==> src/rtl/instr_fetch_sequencer_if.sv <==
// ============================================================================
// Module   : instr_fetch_sequencer_if
// Purpose  : Bundle of program-memory and core-facing signals for the fetch
//            sequencer. The Step input exists only when FETCH_SINGLE_STEP_EN
//            is defined.
// Revision : 1.0 - initial release
// ============================================================================
`default_nettype none

interface instr_fetch_sequencer_if #(
    parameter int ADDR_WIDTH = 5
);
    logic                  Enable;
    logic [ADDR_WIDTH-1:0] MemAddr;
    logic [15:0]           MemData;
    logic [15:0]           DIN;
    logic                  Run;
    logic                  Done;
    logic [ADDR_WIDTH-1:0] PC;
    logic [15:0]           ContaInstrucao;
    logic                  Halted;
    logic                  Busy;
`ifdef FETCH_SINGLE_STEP_EN
    logic                  Step;

    modport master (
        input  Enable, MemData, Done, Step,
        output MemAddr, DIN, Run, PC, ContaInstrucao, Halted, Busy
    );
    modport slave (
        output Enable, MemData, Done, Step,
        input  MemAddr, DIN, Run, PC, ContaInstrucao, Halted, Busy
    );
`else
    modport master (
        input  Enable, MemData, Done,
        output MemAddr, DIN, Run, PC, ContaInstrucao, Halted, Busy
    );
    modport slave (
        output Enable, MemData, Done,
        input  MemAddr, DIN, Run, PC, ContaInstrucao, Halted, Busy
    );
`endif
endinterface

`default_nettype wire

==> src/rtl/instr_fetch_sequencer.sv <==
// ============================================================================
// Module   : instr_fetch_sequencer
// Purpose  : Fetches opwords (plus the mvi immediate) from a synchronous-read
//            program memory, strobes them to the core and advances the PC on
//            Done. Optional single-step gate: FETCH_SINGLE_STEP_EN.
// Revision : 1.0 - initial release
// ============================================================================
`default_nettype none

module instr_fetch_sequencer #(
    parameter int          ADDR_WIDTH = 5,
    parameter int          PROG_DEPTH = 32,
    parameter logic [3:0]  OPC_MVI    = 4'b0001,
    parameter logic [15:0] HALT_WORD  = 16'hFFFF
) (
    input  wire logic               Clock,
    input  wire logic               Resetn,
    instr_fetch_sequencer_if.master bus
);

    localparam logic [ADDR_WIDTH:0] c_prog_depth = (ADDR_WIDTH+1)'(PROG_DEPTH);

    typedef enum logic [3:0] {
        S_IDLE      = 4'd0,
        S_FETCH_OP  = 4'd1,
        S_LATCH_OP  = 4'd2,
        S_FETCH_IMM = 4'd3,
        S_LATCH_IMM = 4'd4,
        S_ISSUE     = 4'd5,
        S_WAIT_DONE = 4'd6,
        S_HALT      = 4'd7
`ifdef FETCH_SINGLE_STEP_EN
        ,S_STEP_WAIT = 4'd8
`endif
    } state_t;

`ifdef FETCH_SINGLE_STEP_EN
    localparam state_t c_after_latch = S_STEP_WAIT;
`else
    localparam state_t c_after_latch = S_ISSUE;
`endif

    state_t                state_q, state_d;
    logic [ADDR_WIDTH-1:0] memaddr_q, memaddr_d;
    logic [ADDR_WIDTH-1:0] pc_q, pc_d;
    logic [15:0]           din_q, din_d;
    logic [15:0]           opword_q, opword_d;
    logic [15:0]           imm_q, imm_d;
    logic [15:0]           cnt_q, cnt_d;
    logic                  is_mvi_q, is_mvi_d;
    logic                  run_q, run_d;
    logic                  halted_q, halted_d;
    logic                  busy_q, busy_d;
    logic [ADDR_WIDTH-1:0] pc_next;

`ifdef FETCH_SINGLE_STEP_EN
    logic step_q;
    logic step_rise;
    assign step_rise = bus.Step & ~step_q;
`endif

    // Addition modulo PROG_DEPTH; increments never exceed 2 so one subtract suffices.
    function automatic logic [ADDR_WIDTH-1:0] pc_add(input logic [ADDR_WIDTH-1:0] pc,
                                                     input logic [1:0]            inc);
        logic [ADDR_WIDTH:0] sum;
        sum = {1'b0, pc} + {{(ADDR_WIDTH-1){1'b0}}, inc};
        if (sum >= c_prog_depth) begin
            sum = sum - c_prog_depth;
        end
        return sum[ADDR_WIDTH-1:0];
    endfunction

    assign pc_next = pc_add(pc_q, is_mvi_q ? 2'd2 : 2'd1);

    always_comb begin
        state_d   = state_q;
        memaddr_d = memaddr_q;
        pc_d      = pc_q;
        din_d     = din_q;
        opword_d  = opword_q;
        imm_d     = imm_q;
        cnt_d     = cnt_q;
        is_mvi_d  = is_mvi_q;
        case (state_q)
            S_IDLE: begin
                if (bus.Enable) begin
                    memaddr_d = pc_q;
                    state_d   = S_FETCH_OP;
                end
            end
            S_FETCH_OP:  state_d = S_LATCH_OP;
            S_LATCH_OP: begin
                opword_d = bus.MemData;
                if (bus.MemData == HALT_WORD) begin
                    state_d = S_HALT;
                end else if (bus.MemData[9:6] == OPC_MVI) begin
                    is_mvi_d  = 1'b1;
                    memaddr_d = pc_add(pc_q, 2'd1);
                    state_d   = S_FETCH_IMM;
                end else begin
                    is_mvi_d = 1'b0;
                    din_d    = bus.MemData;
                    state_d  = c_after_latch;
                end
            end
            S_FETCH_IMM: state_d = S_LATCH_IMM;
            S_LATCH_IMM: begin
                imm_d   = bus.MemData;
                din_d   = opword_q;
                state_d = c_after_latch;
            end
`ifdef FETCH_SINGLE_STEP_EN
            S_STEP_WAIT: begin
                if (step_rise) begin
                    state_d = S_ISSUE;
                end
            end
`endif
            S_ISSUE: begin
                // DIN switches to the immediate as soon as the opword strobe ends.
                din_d   = is_mvi_q ? imm_q : opword_q;
                state_d = S_WAIT_DONE;
            end
            S_WAIT_DONE: begin
                if (bus.Done) begin
                    pc_d  = pc_next;
                    cnt_d = (cnt_q == 16'hFFFF) ? cnt_q : cnt_q + 16'd1;
                    if (bus.Enable) begin
                        memaddr_d = pc_next;
                        state_d   = S_FETCH_OP;
                    end else begin
                        state_d = S_IDLE;
                    end
                end
            end
            S_HALT:  state_d = S_HALT;
            default: state_d = S_IDLE;
        endcase
        run_d    = (state_d == S_ISSUE);
        halted_d = (state_d == S_HALT);
        busy_d   = (state_d != S_IDLE) && (state_d != S_HALT);
    end

    always_ff @(posedge Clock or negedge Resetn) begin
        if (!Resetn) begin
            state_q   <= S_IDLE;
            memaddr_q <= '0;
            pc_q      <= '0;
            din_q     <= '0;
            opword_q  <= '0;
            imm_q     <= '0;
            cnt_q     <= '0;
            is_mvi_q  <= 1'b0;
            run_q     <= 1'b0;
            halted_q  <= 1'b0;
            busy_q    <= 1'b0;
`ifdef FETCH_SINGLE_STEP_EN
            step_q    <= 1'b0;
`endif
        end else begin
            state_q   <= state_d;
            memaddr_q <= memaddr_d;
            pc_q      <= pc_d;
            din_q     <= din_d;
            opword_q  <= opword_d;
            imm_q     <= imm_d;
            cnt_q     <= cnt_d;
            is_mvi_q  <= is_mvi_d;
            run_q     <= run_d;
            halted_q  <= halted_d;
            busy_q    <= busy_d;
`ifdef FETCH_SINGLE_STEP_EN
            step_q    <= bus.Step;
`endif
        end
    end

    assign bus.MemAddr        = memaddr_q;
    assign bus.DIN            = din_q;
    assign bus.Run            = run_q;
    assign bus.PC             = pc_q;
    assign bus.ContaInstrucao = cnt_q;
    assign bus.Halted         = halted_q;
    assign bus.Busy           = busy_q;

endmodule

`default_nettype wire

==> src/flat_wrapper.sv <==
// flat-port wrapper written by rule: the top's interface ports become plain ports
module instr_fetch_sequencer_flat 
#(
    parameter int          ADDR_WIDTH = 5,
    parameter int          PROG_DEPTH = 32,
    parameter logic [3:0]  OPC_MVI    = 4'b0001,
    parameter logic [15:0] HALT_WORD  = 16'hFFFF
)
  (Clock, Resetn, bus_Enable, bus_MemData, bus_Done, bus_MemAddr, bus_DIN, bus_Run, bus_PC, bus_ContaInstrucao, bus_Halted, bus_Busy);
  instr_fetch_sequencer_if #(.ADDR_WIDTH(ADDR_WIDTH)) bus_i ();
  input  wire logic Clock;
  input  wire logic Resetn;
  input wire logic [$bits(bus_i.Enable)-1:0] bus_Enable;
  input wire logic [$bits(bus_i.MemData)-1:0] bus_MemData;
  input wire logic [$bits(bus_i.Done)-1:0] bus_Done;
  output wire logic [$bits(bus_i.MemAddr)-1:0] bus_MemAddr;
  output wire logic [$bits(bus_i.DIN)-1:0] bus_DIN;
  output wire logic [$bits(bus_i.Run)-1:0] bus_Run;
  output wire logic [$bits(bus_i.PC)-1:0] bus_PC;
  output wire logic [$bits(bus_i.ContaInstrucao)-1:0] bus_ContaInstrucao;
  output wire logic [$bits(bus_i.Halted)-1:0] bus_Halted;
  output wire logic [$bits(bus_i.Busy)-1:0] bus_Busy;
  assign bus_i.Enable = bus_Enable;
  assign bus_i.MemData = bus_MemData;
  assign bus_i.Done = bus_Done;
  assign bus_MemAddr = bus_i.MemAddr;
  assign bus_DIN = bus_i.DIN;
  assign bus_Run = bus_i.Run;
  assign bus_PC = bus_i.PC;
  assign bus_ContaInstrucao = bus_i.ContaInstrucao;
  assign bus_Halted = bus_i.Halted;
  assign bus_Busy = bus_i.Busy;
  instr_fetch_sequencer #(.ADDR_WIDTH(ADDR_WIDTH), .PROG_DEPTH(PROG_DEPTH), .OPC_MVI(OPC_MVI), .HALT_WORD(HALT_WORD)) u_core (.Clock(Clock), .Resetn(Resetn), .bus(bus_i));
endmodule
==> config.mk <==
export PLATFORM = sky130hd
export DESIGN_NAME = instr_fetch_sequencer_flat
export DESIGN_NICKNAME = d
export VERILOG_FILES = /design/src/rtl/instr_fetch_sequencer_if.sv /design/src/rtl/instr_fetch_sequencer.sv /design/src/flat_wrapper.sv
export SDC_FILE = /design/constraint.sdc
export NUM_CORES = 1
export LEC_CHECK = 0
export ABC_AREA = 1
export BUFFER_PORTS_ARGS = -buffer_cell sky130_fd_sc_hd__buf_2
export CORE_MARGIN = 2
export CORE_UTILIZATION = 62
export DETAILED_ROUTE_END_ITERATION = 12
export PLACE_DENSITY = 0.83
export SYNTH_ARGS = -nofsm -noshare
export SYNTH_HDL_FRONTEND = slang
export SYNTH_SLANG_ARGS = --single-unit
==> constraint.sdc <==
create_clock -name Clock -period 3.26 [get_ports Clock]
set_input_delay 0.978 -clock Clock [delete_from_list [all_inputs] [get_ports Clock]]
set_output_delay 0.978 -clock Clock [all_outputs]
set_load 0.01 [all_outputs]
==> summary.md <==
| Metric | Value |
|---|---|
| Final nets | 655 |
| Die Area | 7720 um2 |
| # setup viols final | 0 |
| Register area share after synthesis | 0.471 |
| Footprint of the multi-input gates | 1970 um2 |
| Warning count from the yosys run | 0 |
| Tcrit/Tclk final | 0.680 |
| Syn_nets | 595 |
| Clock skew | 0.0127 ns |
| Total Routing Usage GR | 0.293 |
| Vias | 3995 |
| Buffers on Ports | 64 |
| Antenna violations before repair | 0 |
| Setup TNS | 0 ns |
| Status | finished clean |
| Top cell by count, worst path | nand2_1 |
| DR WL/cell | 14.1 um |
| Vias in the first global route | 3729 |
| Clk pin slew, worst setup/hold paths | 0.08 ns |
| CORE AREA | 6790 um2 |
| Vert. Die Dim | 87.9 um |
| Area post-placement | 4720 um2 |
| CP Data Required Time | 3.52 ns |
| Dpl hpwl | 7420 um |
| Yosys cell types | 37 |
| Worst path cell trace | nor2_1 > nand2_1 > buf_4 > inv_1 > nor2_1 > nand2_1 > nor2_1 > nand2_1 > nand2_1 > inv_1 |
| Resize count post-CTS | 0 |
| Crit. End Element | flip-flop |
| Synth-to-layout area growth | 12.7% |
| Post-synth EDFFs | 0 |
| CP Launch Type | flip-flop |
| Final ANT Viol Nets | 0 |
| Ys async rst share | 1.00 |
| Syn_area_per_cell | 7.65 um2 |
| CTS H-Tree Depth | 3 |
| Number of synthesized register bits | 82 |
| CP arrival | 2.47 ns |
| Lkg Pwr | 2.54 nW |
| Finished Layout Cells | 731 |
| Final wirelength | 10300 um |
| Worst-Skew Late Latency | 0.35 ns |
| Ys flop type | dfrtp_1 |
| CTS buffer count | 9 |
| Drt drc | 0 |
| Fin Hold WS | 0.474 ns |
| CTS Sinks | 82 |
| Clock buffer depth | 2 |
| Starting DRC count in detailed routing | 422 |
| Hold violation count in the final report | 0 |
| Initial Util | 0.642 |
| I/O Pins | 65 |
| Slew @ Worst Pin | 0.835 ns |
| Max-slew headroom | 0.443 |
| Die W | 87.9 um |
| DRT Pass-1 Iters | 9 |
| Final GP Congestion | 0.894 |
| Maxcap violations | 0 |
| Post-Route Utilization | 0.723 |
| WS Path Type | flip-flop to flip-flop |
| CTS tree | done |
| Crit-path max FO | 33 |
| GRT Residual Overflow | 0 |
| Share of cells above drive strength 1 | 0.169 |
| Worst Hold Class | flip-flop to flip-flop |
| Synth Cell Area | 4360 um2 |
| Placed Cells | 715 |
| Via/cell ratio | 5.47 |
| Worst vdd ir | 0.000550 V |
| Crit path time final | 2.22 ns |
| CP max stage cell | dfrtp_1 |
| Largest net degree at the start of global routing | 47 |
| Fmax | 0.451 GHz |
| Register Area | 2050 um2 |
| Pwr dens | 734 nW/um2 |
| Commonest non-fill, non-tap cell in the layout | nand2_1 |
| Design area | 4910 um2 |
| Post-Synthesis Cells | 570 |
| Root Driver | clkbuf_8 |
| Std cell rows | 30 |
| Max Slew Vio Count | 0 |
| CP peak stage delay | 0.89 ns |
| Postcts setup bufs | 0 |
| # hold bufs at CTS | 0 |
| Fill count | 556 |
| First-pass GRT wire length | 17600 um |
| Most frequent cells in the layout | 214 x nand2_1, 82 x dfrtp_1, 63 x buf_2 |
| RSZ-0062 raised after global routing | no |
| ANT cells | 0 |
==> critical path: cells and delay by family (launching register included) <==
kind | cells | cell delay [ns]
AND/OR/NAND/NOR | 7 | 0.75
buffers and inverters | 3 | 0.48
flip-flops | 1 | 0.89
==> routing by layer <==
metal,part of all wire,routed length [um],global-route usage
met1,0.42,4350,0.386
met2,0.49,5040,0.484
met3,0.069,713,0.0650
met4,0.020,207,0.0937
met5,0,0,0
==> sequential cells by signal (all words and copies together) (netlist names) <==
register,cells
u_core.bus.ContaInstrucao,16
u_core.bus.DIN,16
u_core.imm_q,16
u_core.opword_q,16
u_core.bus.MemAddr,5
u_core.bus.PC,5
u_core.state_q,4
u_core.bus.Busy,1
u_core.bus.Halted,1
u_core.bus.Run,1
u_core.is_mvi_q,1
==> synthesized netlist by cell type (2+ instances only) <==
master,count,share of area
a21oi_1,2,0.0023
nand2_2,3,0.0043
o21ai_1,8,0.0092
nor3_1,5,0.0057
nand4_1,5,0.0072
nand2_4,4,0.010
o21ai_0,38,0.044
o21ai_2,3,0.0060
buf_2,6,0.0069
xor2_1,6,0.012
xnor2_1,4,0.0080
nand3_1,49,0.056
nor2_2,2,0.0029
nor2_1,33,0.028
nand2_1,214,0.18
o22ai_1,2,0.0029
o211ai_1,15,0.026
buf_6,3,0.0077
nor2_4,2,0.0052
dfrtp_1,82,0.47
clkbuf_1,10,0.0086
ha_1,4,0.011
o221ai_1,2,0.0040
inv_2,2,0.0017
inv_1,54,0.046
==> worst paths after layout <==
kind | start | to | slack [ns] | cells past startpoint
setup / recovery | u_core.state_q[0] | u_core.bus.Busy | 1.04 | 10
min in group asynchronous | Resetn | u_core.opword_q[6] | 0.61 | 1
max in group asynchronous | Resetn | u_core.opword_q[2] | 1.96 | 2
setup reg to reg | u_core.state_q[0] | u_core.bus.Busy | 1.04 | 10
hold / removal | u_core.bus.MemAddr[3] | u_core.bus.MemAddr[3] | 0.47 | 2
hold reg to reg | u_core.bus.MemAddr[3] | u_core.bus.MemAddr[3] | 0.47 | 2
==> final cells by class <==
type	instances	share of cell area
Tap cell	96	0.0245
Clock buffer	11	0.0308
Timing Repair Buffer	70	0.0749
Inverter	57	0.0438
Sequential cell	82	0.418
Multi-Input combinational cell	410	0.401
Clock inverter	5	0.00739
==> through the flow <==
stage | setup WS, ns | total power, mW
after floorplan | 1.32 | 2.47
after global placement | 1.02 | 2.86
after detailed placement | 0.957 | 2.92
after CTS | 1.07 | 3.62
after global routing | 0.901 | 3.87
final | 1.04 | 3.60
==> where the power goes <==
group	leakage [nW]	switching (mW)	internal, mW
clock network	0.0880	0.374	0.319
registers	0.995	0.334	1.42
logic	1.46	0.698	0.459
total	2.54	1.41	2.20
==> cell families after synthesis <==
logic type	count (synthesis)	share of synthesized area
AO/OA/AOI/OAI	72	0.0973
XOR/XNOR	11	0.0238
adder cells (fa/ha/maj)	5	0.0161
buffers and inverters	78	0.0778
flip-flops	82	0.471
other	1	0.000860
AND/OR/NAND/NOR	321	0.314
Note: power is estimated with default switching activity, not from simulation.
